--- src/rtl/addsub_pkg.sv ---
// Shared constants and helpers for the pipelined adder/subtractor.
package addsub_pkg;

  // Operation encoding on the op input.
  localparam logic ADDSUB_OP_ADD = 1'b0;
  localparam logic ADDSUB_OP_SUB = 1'b1;

  // Bit positions inside the registered flag vector.
  localparam int FLG_COUT = 0;
  localparam int FLG_OVF  = 1;
  localparam int FLG_ZERO = 2;
  localparam int FLG_NEG  = 3;
  localparam int FLG_W    = 4;

  // Widest result sat_value can describe; callers truncate to their width.
  localparam int SAT_MAX_W = 64;

  // Clamp value for a signed overflow: an overflow with a negative A can only
  // have gone below the minimum, and one with a positive A only above the maximum.
  function automatic logic [SAT_MAX_W-1:0] sat_value(input logic msb, input int width);
    logic [SAT_MAX_W-1:0] v;
    v = '0;
    for (int i = 0; i < SAT_MAX_W; i++) begin
      if (i == width - 1) begin
        v[i] = msb;
      end else if (i < width - 1) begin
        v[i] = ~msb;
      end
    end
    return v;
  endfunction

endpackage

--- src/rtl/addsub_seg.sv ---
// One carry-chain segment: SEG-bit ripple of full-adder cells, with B
// inverted for subtraction. Also exposes the carry into the MSB cell so the
// final segment can detect signed overflow.
module addsub_seg
  import addsub_pkg::*;
#(
  parameter int SEG = 4
) (
  input  logic [SEG-1:0] a_i,
  input  logic [SEG-1:0] b_i,
  input  logic           op_i,
  input  logic           cin_i,
  output logic [SEG-1:0] sum_o,
  output logic           cout_o,
  output logic           cmsb_o
);

  logic [SEG-1:0] bx;

  assign bx = (op_i == ADDSUB_OP_SUB) ? ~b_i : b_i;

  // Ripple the carry through SEG full-adder cells, LSB first.
  always_comb begin
    logic c;
    c      = cin_i;
    cmsb_o = 1'b0;
    sum_o  = '0;
    for (int i = 0; i < SEG; i++) begin
      if (i == SEG - 1) begin
        cmsb_o = c;
      end
      sum_o[i] = a_i[i] ^ bx[i] ^ c;
      c        = (a_i[i] & bx[i]) | (c & (a_i[i] ^ bx[i]));
    end
    cout_o = c;
  end

endmodule

--- src/rtl/addsub_pipe.sv ---
// Pipelined two's-complement adder/subtractor. The carry chain is cut into
// STAGES segments; stage k adds segment k and registers its carry for stage
// k+1. Operand bits not yet consumed travel forward with the carry, finished
// result bits travel forward below them (skewed pipeline). The last stage
// also applies saturation and registers the result and flags. A single
// advance signal stalls the whole pipe when the consumer is not ready.
module addsub_pipe
  import addsub_pkg::*;
#(
  parameter int WIDTH  = 16,
  parameter int STAGES = 4
) (
  input  logic             clk,
  input  logic             rst_n,
  input  logic             in_valid,
  output logic             in_ready,
  input  logic [WIDTH-1:0] a,
  input  logic [WIDTH-1:0] b,
  input  logic             op,
  input  logic             sat,
  output logic             out_valid,
  input  logic             out_ready,
  output logic [WIDTH-1:0] s,
  output logic             cout,
  output logic             ovf,
  output logic             zero,
  output logic             neg
);

  localparam int SEG = WIDTH / STAGES;

  logic             adv;
  logic             last_vld;
  logic [WIDTH-1:0] s_d;
  logic [FLG_W-1:0] flags_d;
  logic             out_valid_q;
  logic [WIDTH-1:0] s_q;
  logic [FLG_W-1:0] flags_q;

  // Bubbles are not squeezed out: the pipe moves as a whole or not at all.
  assign adv      = !out_valid_q || out_ready;
  assign in_ready = adv;

  for (genvar k = 0; k < STAGES; k++) begin : g_stage
    localparam int LW = k * SEG;      // result bits already finished
    localparam int UW = WIDTH - LW;   // operand bits still to be added

    logic [UW-1:0]     a_in;
    logic [UW-1:0]     b_in;
    logic              cin_in;
    logic              op_in;
    logic              sat_in;
    logic              vld_in;
    logic [SEG-1:0]    seg_sum;
    logic              seg_cout;
    logic              seg_cmsb;
    logic [LW+SEG-1:0] sum_lo_nxt;

    if (k == 0) begin : g_src
      assign a_in       = a;
      assign b_in       = b;
      assign cin_in     = op;
      assign op_in      = op;
      assign sat_in     = sat;
      assign vld_in     = in_valid;
      assign sum_lo_nxt = seg_sum;
    end else begin : g_src
      assign a_in       = g_stage[k-1].g_reg.a_q;
      assign b_in       = g_stage[k-1].g_reg.b_q;
      assign cin_in     = g_stage[k-1].g_reg.c_q;
      assign op_in      = g_stage[k-1].g_reg.op_q;
      assign sat_in     = g_stage[k-1].g_reg.sat_q;
      assign vld_in     = g_stage[k-1].g_reg.vld_q;
      assign sum_lo_nxt = {seg_sum, g_stage[k-1].g_reg.sum_q};
    end

    addsub_seg #(
      .SEG(SEG)
    ) u_seg (
      .a_i    (a_in[SEG-1:0]),
      .b_i    (b_in[SEG-1:0]),
      .op_i   (op_in),
      .cin_i  (cin_in),
      .sum_o  (seg_sum),
      .cout_o (seg_cout),
      .cmsb_o (seg_cmsb)
    );

    if (k < STAGES - 1) begin : g_reg
      logic [UW-SEG-1:0] a_q;
      logic [UW-SEG-1:0] b_q;
      logic [LW+SEG-1:0] sum_q;
      logic              c_q;
      logic              op_q;
      logic              sat_q;
      logic              vld_q;
      logic              unused_cmsb;

      // Only the top segment needs the MSB carry.
      assign unused_cmsb = seg_cmsb;

      // Slot-valid bit; cleared by reset so in-flight work is dropped.
      always_ff @(posedge clk or negedge rst_n) begin
        if (!rst_n) begin
          vld_q <= 1'b0;
        end else if (adv) begin
          vld_q <= vld_in;
        end
      end

      // Carry, remaining operands, finished low result bits and controls move on.
      always_ff @(posedge clk) begin
        if (adv) begin
          a_q   <= a_in[UW-1:SEG];
          b_q   <= b_in[UW-1:SEG];
          sum_q <= sum_lo_nxt;
          c_q   <= seg_cout;
          op_q  <= op_in;
          sat_q <= sat_in;
        end
      end
    end else begin : g_out
      logic ovf_w;

      assign last_vld = vld_in;

      // Final result: carry into and out of the MSB differ exactly when
      // both operands share a sign the raw sum does not.
      always_comb begin
        ovf_w = seg_cmsb ^ seg_cout;
        s_d   = sum_lo_nxt;
        if (sat_in && ovf_w) begin
          s_d = WIDTH'(sat_value(a_in[SEG-1], WIDTH));
        end
        flags_d           = '0;
        flags_d[FLG_COUT] = seg_cout ^ op_in;
        flags_d[FLG_OVF]  = ovf_w;
        flags_d[FLG_ZERO] = (s_d == '0);
        flags_d[FLG_NEG]  = s_d[WIDTH-1];
      end
    end
  end

  // Output register; result and flags only change when a valid op lands.
  always_ff @(posedge clk or negedge rst_n) begin
    if (!rst_n) begin
      out_valid_q <= 1'b0;
      s_q         <= '0;
      flags_q     <= '0;
    end else if (adv) begin
      out_valid_q <= last_vld;
      if (last_vld) begin
        s_q     <= s_d;
        flags_q <= flags_d;
      end
    end
  end

  assign out_valid = out_valid_q;
  assign s         = s_q;
  assign cout      = flags_q[FLG_COUT];
  assign ovf       = flags_q[FLG_OVF];
  assign zero      = flags_q[FLG_ZERO];
  assign neg       = flags_q[FLG_NEG];

endmodule

--- config.mk ---
export PLATFORM = sky130hd
export DESIGN_NAME = addsub_pipe
export DESIGN_NICKNAME = d
export VERILOG_FILES = /design/src/rtl/addsub_pkg.sv /design/src/rtl/addsub_seg.sv /design/src/rtl/addsub_pipe.sv
export SDC_FILE = /design/constraint.sdc
export NUM_CORES = 1
export LEC_CHECK = 0
export BUFFER_PORTS_ARGS = -buffer_cell sky130_fd_sc_hd__clkbuf_2
export CELL_PAD_IN_SITES_DETAIL_PLACEMENT = 1
export CELL_PAD_IN_SITES_GLOBAL_PLACEMENT = 1
export CORE_MARGIN = 2
export CORE_UTILIZATION = 34
export DETAILED_ROUTE_END_ITERATION = 16
export HOLD_SLACK_MARGIN = 0.03
export PLACE_DENSITY = 0.7
export RECOVER_POWER = 25
export SLEW_MARGIN = 0
export SYNTH_ARGS = -nofsm -noshare
export SYNTH_HDL_FRONTEND = slang
export SYNTH_SLANG_ARGS = --single-unit
--- constraint.sdc ---
create_clock -name clk -period 3 [get_ports clk]
set_input_delay 0.45 -clock clk [delete_from_list [all_inputs] [get_ports clk]]
set_output_delay 0.45 -clock clk [all_outputs]
set_load 0.02 [all_outputs]
# == Word level (Yosys, flattened, before mapping) ==
# Index checks and enable logic that the tools add are counted.
# op_classes
n_mux,5
bitwise,87
n_reduce_logical,5
# ops
cell,n
$xor 1x1->1,34
$and 1x1->1,32
$logic_not 16->1,1
$mux 16,1
$mux 4,4
$not 4->4,4
$or 1x1->1,16
$reduce_and 2->1,1
$logic_and 1x1->1,1
$logic_not 1->1,1
$logic_or 1x1->1,1
$not 1->1,1
# totals
register_bits,105
inputBits,38
wordCells,121

# == Logic depth before layout (Yosys ltp) ==
# depth
word_depth,15
mapped_depth,11
depth_no_buf,9

# == Cells and area by module ==
# A second synthesis with hierarchy kept.
# unflattened
hier_cells,232
area_unflattened_um2,4076.4
# modules_own_cells
mod,n_inst,cells_each,area_each_um2,seq_area_each_um2
addsub_pipe,1,168,3495.9,3007.9
addsub_seg,4,16,145.1,0.0

# == Worst setup path before layout ==
# Ideal clock, no wire load.
# synth_timing
path_type,reg2reg
start,register g_stage[2].g_reg.op_q
end,"register s_q[15], in the netlist s[15]"
setup_time_ns,0.123
arrival_time_ns,3.055
required_ns,2.877
setup_slack_ns,-0.178
stages_incl_launch_ff,11
n_path_buf,1
synth_period_minus_slack_ns,3.178
cell_sequence,edfxtp_1 clkbuf_1 xnor2_1 fa_1 inv_1 fa_1 fa_1 fa_1 xnor2_1 o211ai_2 o22a_1
# synth_via
elab_chain_cells,13
# synth_lines
item,line,source
"start, declared",addsub_pipe.sv:94,logic op_q;
"start signal, assigned",addsub_pipe.sv:118,op_q <= op_in;
$mux 4 (*),addsub_seg.sv:20,assign bx = (op_i == ADDSUB_OP_SUB) ? ~b_i : b_i;
$xor 1x1->1,addsub_seg.sv:33,c = (a_i[i] & bx[i]) | (c & (a_i[i] ^ bx[i]));
$and 1x1->1,addsub_seg.sv:33,
$or 1x1->1,addsub_seg.sv:33,
$and 1x1->1,addsub_seg.sv:33,
$or 1x1->1,addsub_seg.sv:33,
$and 1x1->1,addsub_seg.sv:33,
$or 1x1->1,addsub_seg.sv:33,
$and 1x1->1,addsub_seg.sv:33,
$or 1x1->1,addsub_seg.sv:33,
$xor 1x1->1,addsub_pipe.sv:130,ovf_w = seg_cmsb ^ seg_cout;
$logic_and 1x1->1,addsub_pipe.sv:132,if (sat_in && ovf_w) begin
$mux 16 (*),addsub_pipe.sv:132,
"end signal, assigned",addsub_pipe.sv:148,s_q <= '0;
"end signal, assigned",addsub_pipe.sv:153,s_q <= s_d;
"end, declared",addsub_pipe.sv:37,logic [WIDTH-1:0] s_q;
# Every way passes the cells marked *; elsewhere a longest branch is shown, timed or not.
# A chain may end at the register's enable or synchronous reset.

# == Final worst setup path ==
# layout_timing
start,register g_stage[2].g_reg.b_q[0]
end,"register s_q[8], in the netlist s[8]"
# layout_via
elab_chain_cells,14
# layout_lines
item,line,source
"start, declared",addsub_pipe.sv:91,logic [UW-SEG-1:0] b_q;
"start signal, assigned",addsub_pipe.sv:115,b_q <= b_in[UW-1:SEG];
$not 4->4,addsub_seg.sv:20,
$mux 4 (*),addsub_seg.sv:20,
$xor 1x1->1,addsub_seg.sv:33,
$and 1x1->1,addsub_seg.sv:33,
$or 1x1->1 (*),addsub_seg.sv:33,
$and 1x1->1 (*),addsub_seg.sv:33,
$or 1x1->1 (*),addsub_seg.sv:33,
$and 1x1->1 (*),addsub_seg.sv:33,
$or 1x1->1 (*),addsub_seg.sv:33,
$and 1x1->1,addsub_seg.sv:33,
$or 1x1->1,addsub_seg.sv:33,
$xor 1x1->1 (*),addsub_pipe.sv:130,
$logic_and 1x1->1 (*),addsub_pipe.sv:132,
$mux 16 (*),addsub_pipe.sv:132,
# Marks and branches as above.

==> results by group <==
Run status
  • Status: finished, final reports clean

Synthesis
  • Asr flop ratio synth: 0.221
  • Post-synth top area cell: edfxtp_1
  • Synth unique cells: 26
  • Top-count cell post-synth: edfxtp_1
  • Yosys reg bits: 104
  • EDFF count, synth: 81
  • Post-Syn Nets: 274
  • Sequential area share after synthesis: 0.748
  • Syn Inst Count: 221
  • Post-synth top cells: edfxtp_1, dfrtp_1, inv_1
  • Synth top area cells: edfxtp_1, dfrtp_1, fa_1, xor2_1, a21boi_0
  • Post-synthesis cell area: 4020 um2
  • Yosys top cell area share: 0.605
  • Syn. warnings: 0
  • Post-Syn Area per Cell: 18.2 um2
  • Most used DFF post-synth: edfxtp_1

Clock network
  • CTS root buffer: clkbuf_16
  • Num CTS Buffers: 9
  • CTS Hold Buffers Added: 0
  • Clock latency on the worst-skew pair: 0.34 ns
  • Sink Count: 104
  • CTS clk-pin slew, worst paths: 0.07 ns
  • CTS tree: built
  • Clock Tree Buf Depth: 2
  • H-Tree Depth: 3

Critical path
  • Arrival time at the worst endpoint: 3.18 ns
  • Crit-path slowest cell: fa_2
  • Delay-heaviest family, CP: adder cells
  • CP max FO: 16
  • Most frequent CP cell: fa_2
  • CP startpoint kind: register
  • WP buf/inv: 2
  • Crit-path max cell delay: 0.43 ns
  • Cell Chain, Critical Path: xnor2_2 -> fa_2 -> inv_1 -> fa_2 -> fa_2 -> fa_2 -> xor2_2 -> buf_4 -> a21boi_0 -> o22a_1
  • CP Data Required Time: 3.28 ns
  • Crit Path Class: register to register
  • CP Capture Type: register

Pwr
  • Total Power: 5.59 mW
  • PwrDens: 1150 nW/um2
  • Pleak: 1.94 nW
  • VDD IR-drop max: 581 uV

GRT
  • Vias in the first global route: 2,115
  • Congestion Overflow GR: 0
  • GRT Overall Usage: 0.112
  • First-pass GRT wire length: 10.8 mm
  • Pin count of the biggest net entering global routing: 50
  • Initial antenna violation count: 0

Die
  • Top-level I/O count: 60
  • Die W: 113 um
  • Die Ht: 113 um
  • Initial core utilization: 0.351
  • Die area: 12,700 um2
  • Std cell rows: 39
  • Core ar.: 11,500 um2

Drt
  • Post-route ant nets: 0
  • DRT Pass-1 Iters: 4
  • Residual DRC: 0
  • Starting DRT DRC Count: 76
  • Via Count: 2,004
  • Routed length per instance: 15.4 um
  • Final WL: 6.69 mm
  • Vias per cell: 4.60

Layout
  • Antenna diodes: 0
  • Area added between synthesis and finish: 21.3%
  • Final #Nets: 341
  • Ratio of cells with drive above 1 in the final layout: 0.311

Placed design
  • Final RePlAce weighted congestion: 0.816
  • IO Port Bufs: 59
  • DPL Wire Length: 4.62 mm

Timing
  • Final setup fails: 0
  • Final Hold Viols: 0
  • Slew Limit Fails: 0
  • Clock Skew: 0.00583 ns
  • Hold Slack: 0.278 ns
  • Final min period: 2.90 ns
  • Final Cycle Share: 0.965
  • Relative slew margins: 0.186
  • Fmax: 345 MHz
  • Actual slew at the worst max-slew pin: 1.22 ns

Job
  • MaxCap Viol Count: 0

Worst hold path
  • Hold Crit Class: input pin to register
-- through the flow --
stage	setup slack [ns]	setup TNS, ns	utilization	cells	cell area, um2
final	0.104	0	0.425	436	4880
after global routing	-0.00699	-0.00966	0.425	436	4880
after CTS	0.0219	0	0.424	435	4860
after detailed placement	0.0300	0	0.394	419	4520
after global placement	0.164	0	0.394	419	4520
after floorplan	0.0283	0	-	221	4040
-- path summary, 6_finish.rpt --
path | start | endpoint | slack (ns) | cells past startpoint
hold / removal | a[12] | g_stage[0].g_reg.a_q[8] | 0.28 | 1
max in group asynchronous | rst_n | s[9] | 1.94 | 1
setup / recovery | g_stage[2].g_reg.b_q[0] | s[8] | 0.10 | 10
setup reg to reg | g_stage[2].g_reg.b_q[0] | s[8] | 0.10 | 10
hold reg to reg | g_stage[0].g_reg.sum_q[0] | g_stage[1].g_reg.sum_q[0] | 0.42 | 0
min in group asynchronous | rst_n | s[4] | 0.34 | 1
-- where the power goes --
part	internal [mW]	switching, mW
Combinational	0.783	1.05
Sequential	2.19	0.289
Clock	0.741	0.528
-- state kept, by name (all words and copies together), names as in the netlist --
register             flops
g_stage.g_reg.b_q       24
flags_q                  3
s                       16
g_stage.g_reg.sat_q      3
out_valid                1
g_stage.g_reg.vld_q      3
g_stage.g_reg.op_q       3
g_stage.g_reg.c_q        3
g_stage.g_reg.sum_q     24
g_stage.g_reg.a_q       24
-- what timing repair did --
action | 4_1_cts | 5_1_grt
endpoints found under the setup margin | 1 | 17
resized for setup | 1 | 6
buffers inserted | 0 | 1
pin swaps | 0 | 10
hold endpoints to repair | 0 | 0
-- metal layers --
layer / part of all wire / vias to the layer above / GRT usage
met5: 0 / - / 0
met4: 0.022 / 0 / 0.0496
met3: 0.055 / 13 / 0.0423
met2: 0.51 / 53 / 0.181
met1: 0.42 / 1006 / 0.136
li1: - / 932 / -
-- cell families (layout without fill, tap and decap cells) --
group                      Yosys count  in the layout  synth area share
xor gates and xnor gates            19             19            0.0414
AOI/OAI and AO/OA                   40             40            0.0797
adders and majority gates           15             15            0.0747
muxes                                4              4            0.0109
and+or+nand+nor                     10             10            0.0152
buffers and inverters               29            101            0.0302
DFF                                104            104             0.748
-- worst register-to-register path: cells and delay by family (launching register included) --
| family | cells | cell delay [ns] |
|---|---|---|
| compound gates | 2 | 0.47 |
| xor+xnor | 2 | 0.36 |
| fa+ha+maj | 4 | 1.35 |
| buf+inv | 2 | 0.24 |
| flops | 1 | 0.42 |
-- layout by cell type (no fill, tap or decap), drive strengths merged --
master / netlist / layout
nand2: 2 / 2
and2: 1 / 1
inv: 21 / 24
fa: 15 / 15
xnor2: 9 / 9
clkinvlp: 0 / 1
o211ai: 1 / 1
buf: 6 / 5
a21oi: 10 / 10
and4: 1 / 1
mux2i: 1 / 1
xor2: 10 / 10
bufinv: 0 / 2
nand2b: 2 / 2
o2bb2ai: 7 / 7
o22a: 9 / 9
a31o: 1 / 1
mux2: 3 / 3
edfxtp: 81 / 81
a21boi: 11 / 11
o311ai: 1 / 1
nor4: 3 / 3
nor3b: 1 / 1
dfrtp: 23 / 23
clkinv: 0 / 1
clkbuf: 2 / 68
-- cell type report --
| class | count | area, um2 |
|---|---|---|
| Clock buffer | 9 | 225 |
| Clock inverter | 7 | 101 |
| Fill cell | 1100 | 6590 |
| Inverter | 21 | 78.8 |
| Multi-Input combinational cell | 88 | 943 |
| Sequential cell | 104 | 3010 |
| Tap cell | 143 | 179 |
| Timing Repair Buffer | 64 | 342 |
Note: power is estimated with default switching activity, not from simulation.
